### config.mk
export PLATFORM = sky130hd
export DESIGN_NAME = sdram_init_refresh_ctrl
export DESIGN_NICKNAME = d
export VERILOG_FILES = /design/src/rtl/sdram_init_refresh_ctrl.sv
export SDC_FILE = /design/constraint.sdc
export NUM_CORES = 1
export LEC_CHECK = 0
export CAP_MARGIN = 20
export CORE_AREA = 2 2 93 59
export CTS_CLUSTER_DIAMETER = 60
export DETAILED_ROUTE_END_ITERATION = 8
export DIE_AREA = 0 0 95 61
export GPL_ROUTABILITY_DRIVEN = 0
export PLACE_DENSITY = 0.84
export SYNTH_ARGS = -nofsm -noshare
export SYNTH_HDL_FRONTEND = slang
export SYNTH_SLANG_ARGS = --single-unit
### constraint.sdc
create_clock -name clk -period 3.6 [get_ports clk]
set_input_delay 0.72 -clock clk [delete_from_list [all_inputs] [get_ports clk]]
set_output_delay 0.72 -clock clk [all_outputs]
set_load 0.005 [all_outputs]
### src/rtl/sdram_init_refresh_ctrl.sv
// SDRAM power-up sequencer (wait, precharge-all, N auto-refreshes, mode load) followed by a
// periodic auto-refresh scheduler that borrows the command bus via a req/ack handshake.
module sdram_init_refresh_ctrl #(
  parameter int unsigned CLK_MHZ          = 100,
  parameter int unsigned INIT_WAIT_US     = 200,
  parameter int unsigned INIT_REFRESH     = 8,
  parameter int unsigned T_RP             = 2,
  parameter int unsigned T_RC             = 7,
  parameter int unsigned T_MRD            = 2,
  parameter int unsigned CAS_LATENCY      = 2,
  parameter logic [2:0]  BURST_CODE       = 3'b001,
  parameter int unsigned REFRESH_INTERVAL = 780,
  parameter int unsigned REFRESH_BACKLOG  = 4
) (
  input  logic        clk,
  input  logic        reset_n,
  output logic        init_done,
  output logic        ref_req,
  input  logic        ref_ack,
  output logic        own_bus,
  output logic        ref_overrun,
  output logic [12:0] DRAM_ADDR,
  output logic [1:0]  DRAM_BA,
  output logic        DRAM_CS_N,
  output logic        DRAM_RAS_N,
  output logic        DRAM_CAS_N,
  output logic        DRAM_WE_N,
  output logic        DRAM_LDQM,
  output logic        DRAM_UDQM
);

  localparam int unsigned WaitCycles = CLK_MHZ * INIT_WAIT_US;
  localparam int unsigned PwW  = (WaitCycles > 0) ? $clog2(WaitCycles + 1) : 1;
  localparam int unsigned MaxA = (T_RP > T_RC) ? T_RP : T_RC;
  localparam int unsigned MaxT = (MaxA > T_MRD) ? MaxA : T_MRD;
  localparam int unsigned GapW = (MaxT > 1) ? $clog2(MaxT) : 1;
  localparam int unsigned IrW  = (INIT_REFRESH > 1) ? $clog2(INIT_REFRESH) : 1;
  localparam int unsigned TmW  = (REFRESH_INTERVAL > 1) ? $clog2(REFRESH_INTERVAL) : 1;
  localparam int unsigned PdW  = $clog2(REFRESH_BACKLOG + 1);

  localparam logic [PwW-1:0]  PwLast  = PwW'(WaitCycles);
  localparam logic [GapW-1:0] GapRp   = GapW'(T_RP - 1);
  localparam logic [GapW-1:0] GapRc   = GapW'(T_RC - 1);
  localparam logic [GapW-1:0] GapMrd  = GapW'(T_MRD - 1);
  localparam logic [IrW-1:0]  IrLast  = IrW'(INIT_REFRESH - 1);
  localparam logic [TmW-1:0]  TmLast  = TmW'(REFRESH_INTERVAL - 1);
  localparam logic [PdW-1:0]  PendMax = PdW'(REFRESH_BACKLOG);
  localparam logic [2:0]      CasBits = 3'(CAS_LATENCY);

  localparam logic [12:0] AddrPreAll = 13'h0400;
  localparam logic [12:0] AddrMode   = {6'b0, CasBits, 1'b0, BURST_CODE};

  // {CS_N, RAS_N, CAS_N, WE_N}
  localparam logic [3:0] CmdNop = 4'b0111;
  localparam logic [3:0] CmdPre = 4'b0010;
  localparam logic [3:0] CmdRef = 4'b0001;
  localparam logic [3:0] CmdMrs = 4'b0000;

  typedef enum logic [3:0] {
    StPowerWait, StPrecharge, StPreWait, StInitRef, StInitRefWait,
    StMode, StModeWait, StIdle, StPref, StPrefWait
  } state_e;

  state_e          state_q;
  logic [PwW-1:0]  pw_cnt_q;
  logic [GapW-1:0] gap_q;
  logic [IrW-1:0]  ir_cnt_q;
  logic [TmW-1:0]  tmr_q, tmr_d;
  logic [PdW-1:0]  pend_q, pend_d;
  logic [3:0]      cmd_q;
  logic            dqm_q;
  logic            active, issue, tick, overrun_set, to_idle, ref_req_d;

  assign {DRAM_CS_N, DRAM_RAS_N, DRAM_CAS_N, DRAM_WE_N} = cmd_q;
  assign DRAM_BA   = 2'b00;
  assign DRAM_LDQM = dqm_q;
  assign DRAM_UDQM = dqm_q;

  // Refresh bookkeeping only runs once init is complete.
  always_comb begin
    active      = (state_q == StIdle) || (state_q == StPref) || (state_q == StPrefWait);
    issue       = (state_q == StIdle) && ref_req && ref_ack;
    tick        = active && (tmr_q == TmLast);
    pend_d      = pend_q;
    overrun_set = 1'b0;
    if (tick && !issue) begin
      if (pend_q == PendMax) overrun_set = 1'b1;
      else                   pend_d = pend_q + 1'b1;
    end else if (issue && !tick) begin
      pend_d = pend_q - 1'b1;
    end
    if (!active || tick) tmr_d = '0;
    else                 tmr_d = tmr_q + 1'b1;
    to_idle   = ((state_q == StIdle) && !issue) ||
                (((state_q == StPref) || (state_q == StPrefWait)) && (gap_q == '0));
    ref_req_d = to_idle && (pend_d != '0);
  end

  always_ff @(posedge clk or negedge reset_n) begin
    if (!reset_n) begin
      state_q     <= StPowerWait;
      pw_cnt_q    <= '0;
      gap_q       <= '0;
      ir_cnt_q    <= '0;
      tmr_q       <= '0;
      pend_q      <= '0;
      cmd_q       <= CmdNop;
      DRAM_ADDR   <= '0;
      dqm_q       <= 1'b1;
      init_done   <= 1'b0;
      ref_req     <= 1'b0;
      own_bus     <= 1'b1;
      ref_overrun <= 1'b0;
    end else begin
      cmd_q       <= CmdNop;
      DRAM_ADDR   <= '0;
      tmr_q       <= tmr_d;
      pend_q      <= pend_d;
      ref_req     <= ref_req_d;
      ref_overrun <= ref_overrun | overrun_set;
      case (state_q)
        StPowerWait: begin
          if (pw_cnt_q == PwLast) begin
            state_q   <= StPrecharge;
            cmd_q     <= CmdPre;
            DRAM_ADDR <= AddrPreAll;
            gap_q     <= GapRp;
          end else begin
            pw_cnt_q <= pw_cnt_q + 1'b1;
          end
        end
        StPrecharge, StPreWait: begin
          if (gap_q == '0) begin
            state_q  <= StInitRef;
            cmd_q    <= CmdRef;
            gap_q    <= GapRc;
            ir_cnt_q <= '0;
          end else begin
            state_q <= StPreWait;
            gap_q   <= gap_q - 1'b1;
          end
        end
        StInitRef, StInitRefWait: begin
          if (gap_q != '0) begin
            state_q <= StInitRefWait;
            gap_q   <= gap_q - 1'b1;
          end else if (ir_cnt_q == IrLast) begin
            state_q   <= StMode;
            cmd_q     <= CmdMrs;
            DRAM_ADDR <= AddrMode;
            gap_q     <= GapMrd;
          end else begin
            state_q  <= StInitRef;
            cmd_q    <= CmdRef;
            gap_q    <= GapRc;
            ir_cnt_q <= ir_cnt_q + 1'b1;
          end
        end
        StMode, StModeWait: begin
          if (gap_q == '0) begin
            state_q   <= StIdle;
            init_done <= 1'b1;
            own_bus   <= 1'b0;
            dqm_q     <= 1'b0;
          end else begin
            state_q <= StModeWait;
            gap_q   <= gap_q - 1'b1;
          end
        end
        StIdle: begin
          if (issue) begin
            state_q <= StPref;
            cmd_q   <= CmdRef;
            gap_q   <= GapRc;
            own_bus <= 1'b1;
          end
        end
        StPref, StPrefWait: begin
          if (gap_q == '0) begin
            state_q <= StIdle;
            own_bus <= 1'b0;
          end else begin
            state_q <= StPrefWait;
            gap_q   <= gap_q - 1'b1;
          end
        end
        default: begin
          state_q   <= StPowerWait;
          pw_cnt_q  <= '0;
          init_done <= 1'b0;
          own_bus   <= 1'b1;
          dqm_q     <= 1'b1;
        end
      endcase
    end
  end

endmodule
==> flow_summary.ini <==
[final_layout]
fillers = 415
drive_above_1_share = 0.0792
multiInputGateArea_um2 = 1570
seqCellArea_um2 = 1210
synthToLayoutAreaGrowth_pct = 7.86
insertedDiodeCount = 0
fin_nets = 353

[die]
placementRows = 20
core_area_um2 = 4930
dieArea_um2 = 5800
floorplan.die.width_um = 95
die_y_um = 61
floorplan.initialDensity = 0.604
boundaryPins = 28

[global_route]
grt.overflow.total = 0
antenna_found_initial = 0
grtUsageTotal = 0.252
first_global_vias = 2273
first_pass_grt_wire_length_um = 11100
pin_count_of_the_biggest_net_entering_global_routing = 49

[route]
post_drt_wl_per_cell_um = 16.2
dr.pass1.iters = 5
vias_per_cell = 5.97
detailroute.via_count = 2430
route.antenna.remaining_nets = 0
drc = 0
drt_first_iter_violations = 209
postRouteWirelength_um = 6590

[cts]
numCtsBuffers = 5
clk_pin_slew_worst_paths_ns = 0.09
tritoncts_clock_tree = done
clkSinkCount = 48
postCtsSetupBuffers = 0
ctsHtreeMaxLevel = 2
cts_hold_buf = 0
clockBufferDepth = 2
worstSkewPairLatency_ns = 0.31
post_cts.resized_instances = 0
clk_root_buffer_cell = sky130_fd_sc_hd__clkbuf_8

[timing]
count_of_pins_over_their_slew_limit = 0
hold-worst-slack_ns = 0.306
final.setup_skew_ns = 0.00635
timing_hold_violations_final = 0
final_setup_violations = 0
maxSlewHeadroom = 0.440
setup_repair_after_global_routing_missed_its_margin = false
setup-tns-final_ns = 0
post-route-period-util = 0.696
achievable-frequency_ghz = 0.399
finalWorstPathRequiredPeriod_ns = 2.51
tightestPinTransition_ns = 0.840

[critical_path]
crit-reg2reg-capture = gap_q[0]$_DFFE_PN0P_
end_kind = flop
rr_startpoint = pw_cnt_q[0]$_DFFE_PN0P_
worst-setup-path-type = reg2reg
critical_path.cell_chain = inv_1 -> ha_1 -> nor4bb_1 -> nand4_1 -> a21oi_2 -> and3_1 -> mux2_1
ff2ff_setup_slack_ns = 1.09
critPathLaunchType = flop
reg2regPathDepth = 7
slowest_cell_delay_on_critical_path_ns = 0.44
critPathSlowestCell = sky130_fd_sc_hd__dfrtp_1
crit_fanout = 9
timing.critical_path.required_ns = 3.80
crit_arrival_ns = 2.70

[logic_synthesis]
synth_edf_count = 0
postSynthRegisterBits = 48
synth-warning-count = 0
postSynthCellCount = 336
post_synth.cell_area_avg_um2 = 8.86
async_reset_ff_frac = 1.00
post_synth_num_cell_types = 63
synth_flop_cell = sky130_fd_sc_hd__dfrtp_1
netlist_area_um2 = 2980
synth-seq-area-share = 0.405

[worst_hold_path]
worstHoldPathType = in2async

[run_status]
status = completed

[placed_design]
numPortBuffers = 14
dp_hpwl_um = 4610

[job]
maxCapViolations = 0

[pwr]
vdd.ir_drop.worst_v = 0.000154
power.density_cell_area_nw_per_um2 = 307
static-leakage-power_nw = 1.41
## cell type report
cell class              count  share of cell area
multi-input cells         251               0.487
flip-flops and latches     48               0.376
repair buffers             16              0.0506
clock buffers               7              0.0300
well taps                  66              0.0257
inverters                  18              0.0210
clock inverters             1             0.00935
## worst max-delay path by stage
stage                                        from              endpoint  slack, ns  depth (start not counted)
after floorplan           pw_cnt_q[0]$_DFFE_PN0P_  gap_q[0]$_DFFE_PN0P_       1.50                          7
after global placement    pw_cnt_q[0]$_DFFE_PN0P_  gap_q[0]$_DFFE_PN0P_       1.30                          7
after detailed placement  pw_cnt_q[0]$_DFFE_PN0P_  gap_q[0]$_DFFE_PN0P_       1.17                          7
after CTS                 pw_cnt_q[0]$_DFFE_PN0P_  gap_q[0]$_DFFE_PN0P_       1.15                          7
after global routing      pw_cnt_q[0]$_DFFE_PN0P_  gap_q[0]$_DFFE_PN0P_       0.88                          7
final                     pw_cnt_q[0]$_DFFE_PN0P_  gap_q[0]$_DFFE_PN0P_       1.09                          7
## critical path, delay by kind of cell, from the launching register on
kind | cells | cell delay, ns
simple gates | 3 | 0.96
flops | 1 | 0.44
compound gates | 1 | 0.40
mux | 1 | 0.34
fa+ha+maj | 1 | 0.16
buf+inv | 1 | 0.08
## cells in the mapped netlist, types with 2 or more instances
cell type,n,area share
sky130_fd_sc_hd__nand3_1,14,0.024
sky130_fd_sc_hd__a211oi_1,2,0.0050
sky130_fd_sc_hd__nand2b_1,2,0.0042
sky130_fd_sc_hd__a31oi_1,7,0.015
sky130_fd_sc_hd__o31ai_1,3,0.0076
sky130_fd_sc_hd__mux2i_1,4,0.013
sky130_fd_sc_hd__nor3_1,7,0.012
sky130_fd_sc_hd__o221ai_1,2,0.0059
sky130_fd_sc_hd__nor2b_1,3,0.0063
sky130_fd_sc_hd__a21o_1,5,0.013
sky130_fd_sc_hd__and4b_1,2,0.0067
sky130_fd_sc_hd__nand4_1,4,0.0084
sky130_fd_sc_hd__nand3b_1,3,0.0076
sky130_fd_sc_hd__and2_1,6,0.013
sky130_fd_sc_hd__or3_1,3,0.0063
sky130_fd_sc_hd__a21oi_1,24,0.040
sky130_fd_sc_hd__a211o_1,2,0.0059
sky130_fd_sc_hd__mux2_1,2,0.0076
sky130_fd_sc_hd__nor2_1,26,0.033
sky130_fd_sc_hd__buf_4,15,0.038
sky130_fd_sc_hd__and4_1,2,0.0059
sky130_fd_sc_hd__ha_1,10,0.042
sky130_fd_sc_hd__nand2_1,36,0.045
sky130_fd_sc_hd__dfstp_2,5,0.044
sky130_fd_sc_hd__buf_2,8,0.013
sky130_fd_sc_hd__buf_1,2,0.0025
sky130_fd_sc_hd__o211ai_1,3,0.0076
sky130_fd_sc_hd__dfrtp_1,43,0.36
sky130_fd_sc_hd__o22ai_1,2,0.0042
sky130_fd_sc_hd__inv_1,17,0.021
sky130_fd_sc_hd__clkbuf_1,6,0.0076
sky130_fd_sc_hd__and3_1,10,0.021
sky130_fd_sc_hd__o21ai_1,8,0.013
sky130_fd_sc_hd__xnor2_1,7,0.021
sky130_fd_sc_hd__o21ai_0,7,0.012
sky130_fd_sc_hd__xor2_1,6,0.018
sky130_fd_sc_hd__nor3_2,2,0.0067
## placed cells by master (no fill, tap or decap), types with 3 or more instances in the layout
| master | Yosys | routed |
|---|---|---|
| sky130_fd_sc_hd__clkdlybuf4s50_1 | 0 | 13 |
| sky130_fd_sc_hd__and3_1 | 10 | 10 |
| sky130_fd_sc_hd__nand3_1 | 14 | 14 |
| sky130_fd_sc_hd__and2_1 | 6 | 6 |
| sky130_fd_sc_hd__clkbuf_8 | 0 | 7 |
| sky130_fd_sc_hd__inv_1 | 17 | 17 |
| sky130_fd_sc_hd__a21o_1 | 5 | 5 |
| sky130_fd_sc_hd__xnor2_1 | 7 | 7 |
| sky130_fd_sc_hd__dfstp_2 | 5 | 5 |
| sky130_fd_sc_hd__nor2b_1 | 3 | 3 |
| sky130_fd_sc_hd__xor2_1 | 6 | 6 |
| sky130_fd_sc_hd__dfrtp_1 | 43 | 43 |
| sky130_fd_sc_hd__nand3b_1 | 3 | 3 |
| sky130_fd_sc_hd__o21ai_1 | 8 | 8 |
| sky130_fd_sc_hd__a21oi_1 | 24 | 24 |
| sky130_fd_sc_hd__conb_1 | 1 | 13 |
| sky130_fd_sc_hd__or3_1 | 3 | 3 |
| sky130_fd_sc_hd__ha_1 | 10 | 10 |
| sky130_fd_sc_hd__o21ai_0 | 7 | 7 |
| sky130_fd_sc_hd__o211ai_1 | 3 | 3 |
| sky130_fd_sc_hd__nand4_1 | 4 | 4 |
| sky130_fd_sc_hd__nand2_1 | 36 | 36 |
| sky130_fd_sc_hd__nor2_1 | 26 | 26 |
| sky130_fd_sc_hd__mux2i_1 | 4 | 4 |
| sky130_fd_sc_hd__nor3_1 | 7 | 7 |
| sky130_fd_sc_hd__a31oi_1 | 7 | 7 |
| sky130_fd_sc_hd__o31ai_1 | 3 | 3 |
## registers in the layout, summed over array words and instances, names as in the netlist
register / flops
DRAM_ADDR: 2
DRAM_LDQM: 1
cmd_q: 3
gap_q: 3
init_done: 1
ir_cnt_q: 3
own_bus: 1
pend_q: 3
pw_cnt_q: 15
ref_overrun: 1
ref_req: 1
state_q: 4
tmr_q: 10
## layer usage
layer  track usage  up-vias  wire (µm)
met3        0.0646        9        587
li1              -     1164          -
met5             0        -          0
met1         0.386     1137       3170
met2         0.361      120       2750
met4        0.0559        0         82
## logic make-up (layout without fill, tap and decap cells)
family,count (synthesis),in the layout,share of synthesized area
and+or+nand+nor,132,132,0.242
AOI/OAI and AO/OA,77,77,0.166
buffers and inverters,49,42,0.0840
DFF,48,48,0.405
xor gates and xnor gates,13,13,0.0382
adders and majority gates,10,10,0.0420
muxes,6,6,0.0210
other,1,13,0.00126
## power by group
group | switching, mW | internal [mW] | leakage (nW)
logic | 0.0143 | 0.00355 | 0.715
clock network | 0.185 | 0.245 | 0.0645
registers | 0 | 0.539 | 0.633
total | 0.199 | 0.788 | 1.41
## stage by stage
stage / total power [mW] / worst slack, ns / instance area (µm²) / cells / utilization
final: 0.987 / 1.09 / 3210 / 407 / 0.652
after global routing: 1.02 / 0.881 / 3210 / 407 / 0.652
after CTS: 0.994 / 1.15 / 3190 / 406 / 0.647
after detailed placement: 0.565 / 1.17 / 3070 / 398 / 0.622
after global placement: 0.565 / 1.30 / 3070 / 398 / 0.622
after floorplan: 0.563 / 1.50 / 3020 / 348 / -
No activity file was read; power rests on OpenSTA's default activity.
